## src/rtl/hilo_muldiv_if.sv

```systemverilog
// hilo_muldiv_if: muldiv bus; master drives start/op/a/b/hi_we/lo_we/wdata, slave returns busy/done/div_by_zero/hi/lo
interface hilo_muldiv_if #(parameter int WIDTH = 32);
  logic start;
  logic [1:0] op;
  logic [WIDTH-1:0] a;
  logic [WIDTH-1:0] b;
  logic hi_we;
  logic lo_we;
  logic [WIDTH-1:0] wdata;
  logic busy;
  logic done;
  logic div_by_zero;
  logic [WIDTH-1:0] hi;
  logic [WIDTH-1:0] lo;
  modport master(output start, op, a, b, hi_we, lo_we, wdata, input busy, done, div_by_zero, hi, lo);
  modport slave(input start, op, a, b, hi_we, lo_we, wdata, output busy, done, div_by_zero, hi, lo);
endinterface

```

## src/rtl/hilo_muldiv.sv

```systemverilog
// hilo_muldiv: iterative 32-bit MIPS mul/div owning HI/LO; ports clk, rst (sync high), bus (slave: start/op/a/b/hi_we/lo_we/wdata in, busy/done/div_by_zero/hi/lo out)
module hilo_muldiv (
  input logic clk,
  input logic rst,
  hilo_muldiv_if.slave bus
);
  typedef enum logic [1:0] {IDLE, RUN, FIX} state_t;
  state_t st;
  logic [4:0] cnt;
  logic [1:0] opr;
  logic neg_q;
  logic neg_r;
  logic dz;
  logic [31:0] m;
  logic [31:0] orig_a;
  logic [63:0] p;
  logic sgn;
  logic [31:0] ma;
  logic [31:0] mb;
  logic [32:0] sum;
  logic [32:0] shl;
  logic [32:0] diff;
  logic [63:0] prod;
  assign bus.busy = st != IDLE;
  always_comb begin
    sgn = ~bus.op[0];
    ma = (sgn & bus.a[31]) ? -bus.a : bus.a;
    mb = (sgn & bus.b[31]) ? -bus.b : bus.b;
    sum = {1'b0, p[63:32]} + {1'b0, p[0] ? m : 32'd0};
    shl = {p[63:32], p[31]};
    diff = shl - {1'b0, m};
    prod = neg_q ? -p : p;
  end
  always_ff @(posedge clk) begin
    if (rst) begin
      st <= IDLE;
      cnt <= '0;
      opr <= '0;
      neg_q <= 1'b0;
      neg_r <= 1'b0;
      dz <= 1'b0;
      m <= '0;
      orig_a <= '0;
      p <= '0;
      bus.done <= 1'b0;
      bus.div_by_zero <= 1'b0;
      bus.hi <= '0;
      bus.lo <= '0;
    end else begin
      bus.done <= 1'b0;
      case (st)
        IDLE: begin
          if (bus.hi_we) bus.hi <= bus.wdata;
          if (bus.lo_we) bus.lo <= bus.wdata;
          if (bus.start) begin
            st <= RUN;
            cnt <= '0;
            opr <= bus.op;
            neg_q <= sgn & (bus.a[31] ^ bus.b[31]);
            neg_r <= sgn & bus.a[31];
            dz <= bus.op[1] & (bus.b == '0);
            orig_a <= bus.a;
            m <= bus.op[1] ? mb : ma;
            p <= {32'd0, bus.op[1] ? ma : mb};
          end
        end
        RUN: begin
          // divide: restoring step keeps the shifted remainder when the subtract borrows
          p <= opr[1] ? {diff[32] ? shl[31:0] : diff[31:0], p[30:0], ~diff[32]} : {sum, p[31:1]};
          cnt <= cnt + 5'd1;
          if (cnt == 5'd31) st <= FIX;
        end
        FIX: begin
          st <= IDLE;
          bus.done <= 1'b1;
          bus.div_by_zero <= dz;
          bus.hi <= !opr[1] ? prod[63:32] : dz ? orig_a : neg_r ? -p[63:32] : p[63:32];
          bus.lo <= !opr[1] ? prod[31:0] : dz ? 32'hFFFF_FFFF : neg_q ? -p[31:0] : p[31:0];
        end
        default: st <= IDLE;
      endcase
    end
  end
endmodule

```

## src/flat_wrapper.sv

```systemverilog
// flat-port wrapper written by rule: the top's interface ports become plain ports
module hilo_muldiv_flat 
  (clk, rst, bus_start, bus_op, bus_a, bus_b, bus_hi_we, bus_lo_we, bus_wdata, bus_busy, bus_done, bus_div_by_zero, bus_hi, bus_lo);
  hilo_muldiv_if bus_i ();
  input logic clk;
  input logic rst;
  input wire logic [$bits(bus_i.start)-1:0] bus_start;
  input wire logic [$bits(bus_i.op)-1:0] bus_op;
  input wire logic [$bits(bus_i.a)-1:0] bus_a;
  input wire logic [$bits(bus_i.b)-1:0] bus_b;
  input wire logic [$bits(bus_i.hi_we)-1:0] bus_hi_we;
  input wire logic [$bits(bus_i.lo_we)-1:0] bus_lo_we;
  input wire logic [$bits(bus_i.wdata)-1:0] bus_wdata;
  output wire logic [$bits(bus_i.busy)-1:0] bus_busy;
  output wire logic [$bits(bus_i.done)-1:0] bus_done;
  output wire logic [$bits(bus_i.div_by_zero)-1:0] bus_div_by_zero;
  output wire logic [$bits(bus_i.hi)-1:0] bus_hi;
  output wire logic [$bits(bus_i.lo)-1:0] bus_lo;
  assign bus_i.start = bus_start;
  assign bus_i.op = bus_op;
  assign bus_i.a = bus_a;
  assign bus_i.b = bus_b;
  assign bus_i.hi_we = bus_hi_we;
  assign bus_i.lo_we = bus_lo_we;
  assign bus_i.wdata = bus_wdata;
  assign bus_busy = bus_i.busy;
  assign bus_done = bus_i.done;
  assign bus_div_by_zero = bus_i.div_by_zero;
  assign bus_hi = bus_i.hi;
  assign bus_lo = bus_i.lo;
  hilo_muldiv u_core (.clk(clk), .rst(rst), .bus(bus_i));
endmodule
```

## config.mk

```make
export PLATFORM = sky130hd
export DESIGN_NAME = hilo_muldiv_flat
export DESIGN_NICKNAME = d
export VERILOG_FILES = /design/src/rtl/hilo_muldiv_if.sv /design/src/rtl/hilo_muldiv.sv /design/src/flat_wrapper.sv
export SDC_FILE = /design/constraint.sdc
export NUM_CORES = 1
export LEC_CHECK = 0
export ABC_AREA = 1
export ABC_CLOCK_PERIOD_IN_PS = 5590
export CAP_MARGIN = 20
export CORE_MARGIN = 10
export CORE_UTILIZATION = 30
export DETAILED_ROUTE_END_ITERATION = 8
export PLACE_DENSITY = 0.49
export SYNTH_ARGS = -nofsm -noshare
export SYNTH_HDL_FRONTEND = slang
export SYNTH_SLANG_ARGS = --single-unit
```

## constraint.sdc

```tcl
create_clock -name clk -period 5.59 [get_ports clk]
set_input_delay 0.8385 -clock clk [delete_from_list [all_inputs] [get_ports clk]]
set_output_delay 0.8385 -clock clk [all_outputs]
set_load 0.005 [all_outputs]
```

==> results of run 1 <==
## layout make-up
type	count	area, µm²	share of cell area
Tap cell	846	1060	0.0464
Sequential cell	205	4110	0.180
Clock buffer	37	783	0.0343
Inverter	440	1660	0.0725
Clock inverter	13	248	0.0109
Timing Repair Buffer	210	2070	0.0905
Multi-Input combinational cell	2613	12900	0.565
## cells in the final DEF (no fill, tap or decap), types with 43 or more instances in the layout
cell | netlist | routed
a21oi_1 | 347 | 347
clkdlybuf4s50_1 | 0 | 168
dfxtp_1 | 205 | 203
ha_1 | 70 | 70
inv_1 | 430 | 428
nand2_1 | 899 | 899
nand3_1 | 276 | 276
nor2_1 | 323 | 319
nor3_1 | 43 | 43
o21ai_0 | 339 | 339
xor2_1 | 65 | 65
## state kept, by name, summed over array words and instances, names as in the netlist, 2 cells and up
| name | flops |
|---|---|
| u_core.orig_a | 32 |
| u_core.m | 32 |
| u_core.bus.hi | 32 |
| u_core.bus.lo | 32 |
| u_core.p | 64 |
| u_core.cnt | 5 |
| u_core.st | 2 |
## stage by stage
stage	hold slack [ps]	util
2_1_floorplan	430	-
3_3_place_gp	461	0.343
3_5_place_dp	459	0.343
4_1_cts	467	0.360
5_1_grt	508	0.361
6_report	466	0.361
## worst min-delay path, stage by stage (launching register included)
cell and delay (ps):
dfxtp_1 310, nand2_1 60, a21oi_1 50
## layer usage
metal	track usage	vias to the layer above	routed length, µm
met3	0.0314	124	6790
met5	0	-	0
met2	0.369	941	40500
met4	0.0829	0	3450
met1	0.354	10700	45100
li1	-	11400	-
## Yosys cell counts, drive strengths merged (2+ instances only)
library cell  count
a211oi            2
and3              2
o21ai           353
xor2             65
and2             13
a21oi           348
nor2            328
a21o              8
o22ai             3
nand4            42
nand3           278
o21a              4
o21bai           12
ha               70
dfxtp           205
xnor2            13
buf              19
nand3b           17
o31ai             9
fa                2
nor3             47
clkbuf          130
a31oi            23
nor3b             2
a22oi             8
o221ai            4
nor4              3
nand2           907
o211ai           35
clkinv            8
or2              10
inv             432
## cells by family after synthesis
kind of cell	count (synthesis)	synth area share
xor+xnor	78	0.0355
simple gates	1649	0.360
compound gates	814	0.227
fa+ha+maj	72	0.0476
flops	205	0.213
buf+inv	589	0.117
## final timing paths
check	from	endpoint
setup / recovery	u_core.p[31]	u_core.p[34]
hold / removal	u_core.cnt[3]	u_core.cnt[3]
setup reg to reg	u_core.p[31]	u_core.p[34]
hold reg to reg	u_core.cnt[3]	u_core.cnt[3]
## power by group
part / switching [mW] / internal, mW / total, mW
Combinational: 1.41 / 0.674 / 2.08
Sequential: 0.161 / 1.58 / 1.74
Clock: 0.777 / 1.26 / 2.04
Total: 2.35 / 3.52 / 5.87
==> run_results.csv, run 1 <==
group,metric,value,unit
worst_setup_path,worstSetupPathType,"flip-flop to flip-flop",
synthesis,synth_top_area_frac,0.213,
placed_design,hpwl,77.0,mm
worst_setup_path,crit_path_frequent_cell,"nand2_1",
sta,period_minus_slack,3850,ps
sta,final-hold-violation-count,0,
route,drtIter0Drc,2498,
route,first_pass_iters,6,
global_route,grt_pass1_vias,21100,
sta,finalCritPeriodShare,0.688,
global_route,antenna_found_initial,1,
cts,clock_path_buffers,3,
synthesis,synth_cell_type_count,54,
finish,syn_to_final_growth,18.7,%
floorplan,rows,92,
sta,rsz0062_at_grt,"no",
sta,fin_skew,17.8,ps
global_route,grt_use_total,0.246,
synthesis,yosys-top-cells-area,"dfxtp_1 (21%), nand2_1 (18%), a21oi_1 (9.0%), o21ai_0 (8.8%), inv_1 (8.4%)",
finish,fin_area,0.0228,mm²
finish,diodes,0,
finish,n_fill_cell,7201,
global_route,grt_overflow,0,
cts,cts_tree,"done",
sta,tns,0,ps
cts,htreeDepth,1,
cts,clk_latency,580,ps
power,power.leakage,10.4,nW
cts,cts-root-buf,"clkbuf_16",
finish,instances_no_fill,4364,
worst_setup_path,reg2reg_setup_slack,1740,ps
placed_design,place_ws,1830,ps
cts,ctsHoldBuffers,0,
synthesis,yosys_most_used_dff,"dfxtp_1",
placed_design,place_congestion,1.03,
floorplan,start_util,0.304,
global_route,grt_max_degree,84,
synthesis,synth_nets,3582,
placed_design,placed_area,0.0217,mm²
floorplan,die_w,273,µm
route,vias,23100,
worst_setup_path,worstPathBufferInverterCount,3,
worst_setup_path,cp-start-kind,"flip-flop",
worst_setup_path,required,6010,ps
synthesis,yosysWarnings,0,
synthesis,yosysTopAreaCell,"dfxtp_1",
min_path,whs_path_depth,2,
route,via_per_inst,5.29,
worst_setup_path,cp-end-kind,"flip-flop",
power,p_total,5.87,mW
route,routed_wl,95.8,mm
finish,drive_above_1_share,0.0389,
worst_setup_path,rr_worst_depth,19,
power,vdd_drop_max,0.237,mV
finish,nets,3672,
synthesis,ys_ff_latch,205,
cts,cts.repair.resized,0,
worst_setup_path,cp_slowest_cell,"nand2_2",
placed_design,portBuffers,169,
cts,post_cts_buffers,0,
synthesis,syn_inst,3407,
power,power-per-cell-area,257,mW/mm²
floorplan,die-area,0.0746,mm²
sta,relSlewSlack,0.217,
synthesis,synth_enable_flop_cells,0,
min_path,hp-class,"flip-flop to flip-flop",
global_route,grt_pass1_wl,140,mm
synthesis,synth-seq-area-share,0.213,
placed_design,post-place-cells,4312,
synthesis,netlist_area,0.0192,mm²
floorplan,ios,170,
cts,cts_inserted_buffers,27,
synthesis,synth-async-reset-ratio,0,
cts,path_clk_slew,70,ps
sta,clock.fmax,260,MHz
route,wl_per_cell,22.0,µm
worst_setup_path,crit_chain,"inv_1, ha_1, fa_1, inv_1, nand2_1, nand2_1, nand3_1, nand2_2, nand2_1, nand2_1, nand2_2, nand2_2, nand2_4, nand2_2, clkinv_2, nand2_1, nand3_1, nand2_1, a21oi_1",
floorplan,core,0.0633,mm²
sta,fin_ws,1740,ps
synthesis,synth.avg_cell_area,5.64,µm²
route,postRouteAntennaNets,0,
cts,cts_sinks,205,
route,drc_errors,0,
run,cap_violations,0,
sta,maxSlewViolCount,0,
sta,worst_slew_pin_slew,1170,ps
worst_setup_path,crit_fanout,38,
floorplan,fp.dieH,273,µm
worst_setup_path,critPathMaxStageDelay,610,ps
worst_setup_path,critPathArrivalTime,4270,ps
sta,setup_violations,0,
worst_setup_path,crit_family,"simple AND/OR/NAND/NOR gates",
status,status,"completed",
worst_setup_path,crit_cells,19,
Power figures use the tool's default switching activity.
==> inputs of run 2 (changes only) <==
--- a/config.mk
+++ b/config.mk
@@ -6,7 +6,7 @@
 export NUM_CORES = 1
 export LEC_CHECK = 0
 export ABC_AREA = 1
-export ABC_CLOCK_PERIOD_IN_PS = 5590
+export ABC_CLOCK_PERIOD_IN_PS = 3780
 export CAP_MARGIN = 20
 export CORE_MARGIN = 10
 export CORE_UTILIZATION = 30
==> constraint.sdc (replaced) <==
create_clock -name clk -period 3.78 [get_ports clk]
set_input_delay 0.567 -clock clk [delete_from_list [all_inputs] [get_ports clk]]
set_output_delay 0.567 -clock clk [all_outputs]
set_load 0.005 [all_outputs]
==> run 2 against run 1 <==
  * Sequential power rose by 47%
  * Via count rose by 0.82%
  * Global-route usage up 0.19 points
  * First-iteration DRC count is 5.6% higher
  * Maximum frequency increased by 23%
  * Critical path depth rose by 1
  * Worst hold slack better by 2.9 ps
  * Clock power increased by 29%
  * Clock skew is 11 ps higher
==> run_results.csv, run 2 (synthesis gave the netlist of run 1 again) <==
group,metric,value,unit
placed_design,place_congestion,0.989,
global_route,antenna_found_initial,2,
sta,setup_violations,0,
sta,tns,0,ps
sta,worst_slew_pin_slew,1140,ps
worst_setup_path,required,4180,ps
cts,path_clk_slew,70,ps
power,seqPwrFrac,0.306,
cts,clock_path_buffers,3,
placed_design,hpwl,78.0,mm
placed_design,portBuffers,169,
route,drtIter0Drc,2637,
power,power-per-cell-area,363,mW/mm²
finish,final_common_cell,"nand2_1",
global_route,grt_max_degree,89,
floorplan,die-area,0.0746,mm²
route,routed_wl,96.9,mm
route,via_per_inst,5.29,
cts,cts_sinks,205,
cts,cts.repair.resized,0,
finish,nets,3714,
power,power.leakage,10.5,nW
sta,rsz0062_at_grt,"no",
route,first_pass_iters,7,
finish,top_register,"u_core.p",
finish,diodes,0,
power,p_clk_frac,0.316,
floorplan,die_w,273,µm
cts,cts_inserted_buffers,26,
sta,maxSlewViolCount,0,
finish,final_cell_mix,"nand2_1 (899), inv_1 (428), a21oi_1 (347)",
cts,cts_tree,"done",
min_path,hp-class,"flip-flop to flip-flop",
route,vias,23300,
worst_setup_path,cp_slowest_cell,"fa_1",
global_route,grt_overflow,0,
power,p_int,4.91,mW
global_route,grt_pass1_vias,21200,
status,status,"completed",
finish,drive_above_1_share,0.0492,
sta,clock.fmax,319,MHz
run,cap_violations,0,
floorplan,ios,170,
finish,n_fill_cell,7286,
route,wl_per_cell,22.0,µm
route,drc_errors,0,
cts,cts-root-buf,"clkbuf_16",
power,vdd_drop_max,0.293,mV
sta,period_minus_slack,3130,ps
worst_setup_path,crit_path_frequent_cell,"nand2_1",
finish,largest_register_ffs,64,
floorplan,core,0.0633,mm²
worst_setup_path,worstSetupPathType,"flip-flop to flip-flop",
global_route,grt_use_total,0.248,
sta,finalCritPeriodShare,0.829,
floorplan,rows,92,
power,swShare,0.411,
worst_setup_path,cp-start-kind,"flip-flop",
sta,hold_slack,469,ps
worst_setup_path,critPathArrivalTime,3540,ps
floorplan,fp.dieH,273,µm
cts,ctsHoldBuffers,0,
global_route,use_met2,0.363,
sta,relSlewSlack,0.235,
sta,final-hold-violation-count,0,
global_route,met3_usage,0.0355,
finish,multi_input_area,0.0129,mm²
global_route,gr-max-usage-layer,"met2",
cts,post_cts_buffers,0,
finish,final_util,0.363,
global_route,use_met1,0.359,
floorplan,start_util,0.304,
finish,syn_to_final_growth,19.4,%
power,p_sw,3.43,mW
cts,clk_latency,570,ps
global_route,grt_pass1_wl,141,mm
worst_setup_path,cp-end-kind,"flip-flop",
route,postRouteAntennaNets,0,
worst_setup_path,critPathMaxStageDelay,360,ps
worst_setup_path,crit_fanout,19,
sta,fin_skew,28.4,ps
finish,final-seq-area,0.00411,mm²
worst_setup_path,crit_chain,"inv_1, ha_1, fa_1, inv_1, nand2_1, nand2_1, nand3_1, nand2_2, nand2_1, nand2_1, nand2_2, nand2_2, nand2_4, nand2_2, buf_4, nand2_1, nand2_1, nand2_1, nand3_1, a21oi_1",
cts,htreeDepth,1,
power,comb_power_share,0.378,
[run 2: area by class of cell]
cell class	count	share of cell area
clock buffers	33	0.0312
clock inverters	12	0.00692
inverters	440	0.0721
multi-input cells	2613	0.562
flip-flops and latches	205	0.179
well taps	846	0.0461
repair buffers	253	0.103
[run 2: power groups by stage]
stage | Clock [mW] | Combinational (mW) | Sequential (mW)
after CTS | 2.67 | 3.10 | 2.53
final | 2.64 | 3.16 | 2.55
after global routing | 2.75 | 3.46 | 2.56
after global placement | 0 | 3.11 | 2.58
after detailed placement | 0 | 3.08 | 2.58
after floorplan | 0 | 1.94 | 2.49
[run 2: worst max-delay path, delay by kind of cell, from the launching register on]
| family | cells | cell delay [ps] |
|---|---|---|
| AO/OA/AOI/OAI | 1 | 60 |
| AND/OR/NAND/NOR | 14 | 1490 |
| flip-flops | 1 | 330 |
| adder cells (fa/ha/maj) | 2 | 620 |
| buffers and inverters | 3 | 470 |
[run 2: final timing paths]
check	slack, ps	start	to	depth (start not counted)
setup / recovery	650	u_core.p[31]	u_core.p[61]	20
hold / removal	470	u_core.cnt[3]	u_core.cnt[3]	2
setup reg to reg	650	u_core.p[31]	u_core.p[61]	20
hold reg to reg	470	u_core.cnt[3]	u_core.cnt[3]	2
[run 2: metrics by stage]
stage	cell area, µm²	power (mW)	worst slack, ps	std cells
finish	23000	8.34	647	4402
global route	23000	8.77	432	4402
CTS	23000	8.30	682	4402
detailed placement	22100	5.66	679	4357
global placement	22100	5.69	688	4357
floorplan	19200	4.44	991	3407
[run 2: per-layer routing]
| layer | vias to the layer above | part of all wire |
|---|---|---|
| li1 | 11400 | - |
| met1 | 10700 | 0.46 |
| met2 | 1030 | 0.42 |
| met3 | 125 | 0.081 |
| met4 | 0 | 0.038 |
| met5 | - | 0 |
==> inputs of run 3 (changes only) <==
--- a/config.mk
+++ b/config.mk
@@ -6,7 +6,7 @@
 export NUM_CORES = 1
 export LEC_CHECK = 0
 export ABC_AREA = 1
-export ABC_CLOCK_PERIOD_IN_PS = 3780
+export ABC_CLOCK_PERIOD_IN_PS = 2900
 export CAP_MARGIN = 20
 export CORE_MARGIN = 10
 export CORE_UTILIZATION = 30
==> constraint.sdc (replaced) <==
create_clock -name clk -period 2.9 [get_ports clk]
set_input_delay 0.435 -clock clk [delete_from_list [all_inputs] [get_ports clk]]
set_output_delay 0.435 -clock clk [all_outputs]
set_load 0.005 [all_outputs]
==> run 3 against run 2 <==
  * Clock power up 36%
  * Core utilization is 1.6 points higher
  * Maximum frequency is 16% higher
  * Clock skew is 4.1 ps lower
  * Worst setup slack worse by 450 ps
  * Total power increased by 35%
  * Largest power group unchanged
==> run_results.csv, run 3 (synthesis gave the netlist of run 1 again) <==
group,metric,value,unit
worst_setup_path,critPathMaxStageDelay,370,ps
finish,final_util,0.379,
worst_setup_path,crit_fanout,31,
global_route,antenna_found_initial,4,
worst_setup_path,reg2reg_to,"u_core.p[58]",
power,p_sw,4.54,mW
placed_design,post-place-cells,4468,
route,drc_errors,0,
worst_setup_path,crit_cells,15,
status,status,"completed",
sta,fin_skew,24.3,ps
sta,relSlewSlack,0.294,
worst_setup_path,crit_family,"simple AND/OR/NAND/NOR gates",
worst_setup_path,cp-start-kind,"flip-flop",
placed_design,placed_area,0.0230,mm²
cts,htreeDepth,1,
floorplan,fp.dieH,273,µm
sta,clock.fmax,370,MHz
floorplan,die-area,0.0746,mm²
worst_setup_path,required,3310,ps
sta,finalCritPeriodShare,0.932,
power,p_total,11.3,mW
floorplan,start_util,0.304,
finish,largest_register_ffs,64,
placed_design,hpwl,81.3,mm
finish,n_fill_cell,7186,
cts,path_clk_slew,60,ps
global_route,grt_pass1_wl,145,mm
worst_setup_path,worstPathBufferInverterCount,3,
route,routed_wl,99.6,mm
route,postRouteAntennaNets,0,
cts,cts_sinks,205,
worst_setup_path,r2r_start,"u_core.p[0]",
worst_setup_path,reg2reg_setup_slack,200,ps
worst_setup_path,worstSetupPathType,"flip-flop to flip-flop",
floorplan,rows,92,
floorplan,die_w,273,µm
global_route,grt_use_total,0.256,
global_route,grt_pass1_vias,21900,
power,swShare,0.403,
cts,cts.repair.resized,0,
sta,fin_ws,198,ps
power,p_int,6.73,mW
power,power-per-cell-area,470,mW/mm²
finish,nets,3826,
finish,top_register,"u_core.p",
worst_setup_path,crit_path_frequent_cell,"nand2_1",
route,first_pass_iters,6,
cts,cts_inserted_buffers,27,
finish,diodes,0,
cts,clk_latency,580,ps
finish,final-seq-area,0.00411,mm²
cts,cts_tree,"done",
power,power.leakage,11.1,nW
run,cap_violations,0,
power,seqPwrFrac,0.292,
placed_design,portBuffers,169,
power,vdd_drop_max,0.404,mV
floorplan,ios,170,
global_route,grt_overflow,0,
min_path,hp-class,"input port to flip-flop",
worst_setup_path,rr_worst_depth,15,
sta,worst_slew_pin_slew,1060,ps
finish,instances_no_fill,4515,
sta,rsz0062_at_grt,"no",
finish,drive_above_1_share,0.0801,
worst_setup_path,worstSetupStartpoint,"u_core.p[0]",
worst_setup_path,crit_chain,"buf_12, nand2_1, inv_1, ha_1, nand2_1, nor2_1, inv_1, nor4_1, nand2_1, nand3_1, nand2_1, nor2_1, nor2_1, nand2_1, a21oi_1",
sta,setup_violations,0,
worst_setup_path,critPathArrivalTime,3110,ps
finish,syn_to_final_growth,24.7,%
sta,maxSlewViolCount,0,
finish,multi_input_area,0.0129,mm²
placed_design,place_ws,3.40,ps
global_route,use_met1,0.363,
power,p_clk_frac,0.319,
route,vias,23600,
global_route,met3_usage,0.0409,
finish,final_common_cell,"nand2_1",
cts,ctsHoldBuffers,0,
route,via_per_inst,5.22,
finish,fin_area,0.0240,mm²
route,drtIter0Drc,2530,
worst_setup_path,critical_path.endpoint,"u_core.p[58]",
placed_design,place_congestion,0.999,
sta,hold_slack,368,ps
sta,final-hold-violation-count,0,
cts,clock_path_buffers,3,
global_route,gr-max-usage-layer,"met2",
global_route,use_met2,0.387,
worst_setup_path,cp-end-kind,"flip-flop",
worst_setup_path,cp_slowest_cell,"ha_1",
cts,post_cts_buffers,0,
power,comb_power_share,0.388,
global_route,grt_max_degree,77,
route,wl_per_cell,22.1,µm
floorplan,core,0.0633,mm²
sta,tns,0,ps
finish,final_cell_mix,"nand2_1 (897), inv_1 (428), a21oi_1 (344)",
sta,period_minus_slack,2700,ps
cts,cts-root-buf,"clkbuf_16",
==> run 3: cell types whose count changed in the layout (fill, tap and decap cells not counted), moves of 3 or more <==
cell | before | now
a21oi_1 | 347 | 344
a21oi_2 | 1 | 4
buf_12 | 3 | 10
buf_4 | 81 | 184
clkbuf_1 | 3 | 6
clkinv_2 | 5 | 2
==> run 3: final cells by class <==
cell class,count,area share
well taps,846,0.0442
repair buffers,364,0.137
clock buffers,37,0.0314
inverters,440,0.0690
flip-flops and latches,205,0.171
clock inverters,10,0.00741
multi-input cells,2613,0.540
==> run 3: worst min path at each step <==
stage                                 start                 to  slack, ps  cells after the start
after CTS                               rst        u_core.m[3]        360                      4
after global routing                    rst        u_core.m[6]        410                      4
after detailed placement      u_core.cnt[3]      u_core.cnt[3]        470                      2
final                                   rst        u_core.m[3]        370                      4
after floorplan           u_core.orig_a[31]  u_core.orig_a[31]        430                      2
after global placement    u_core.orig_a[31]  u_core.orig_a[31]        450                      2
==> run 3: power by group through the flow <==
stage                     Sequential, mW  Combinational, mW  Clock (mW)
after global routing                3.32               4.80        3.74
final                               3.30               4.38        3.60
after floorplan                     3.25               2.53           0
after global placement              3.35               4.30           0
after CTS                           3.28               4.30        3.64
after detailed placement            3.34               4.28           0
==> run 3: routing by layer <==
| metal | vias up | wire (µm) |
|---|---|---|
| met3 | 128 | 7820 |
| met4 | 0 | 3420 |
| met1 | 10900 | 45900 |
| li1 | 11700 | - |
| met5 | - | 0 |
| met2 | 924 | 42500 |
==> run 3: worst min-delay path: stages <==
cell and delay [ps]:
buf_2 110, inv_4 160, nand2_1 130, inv_1 30
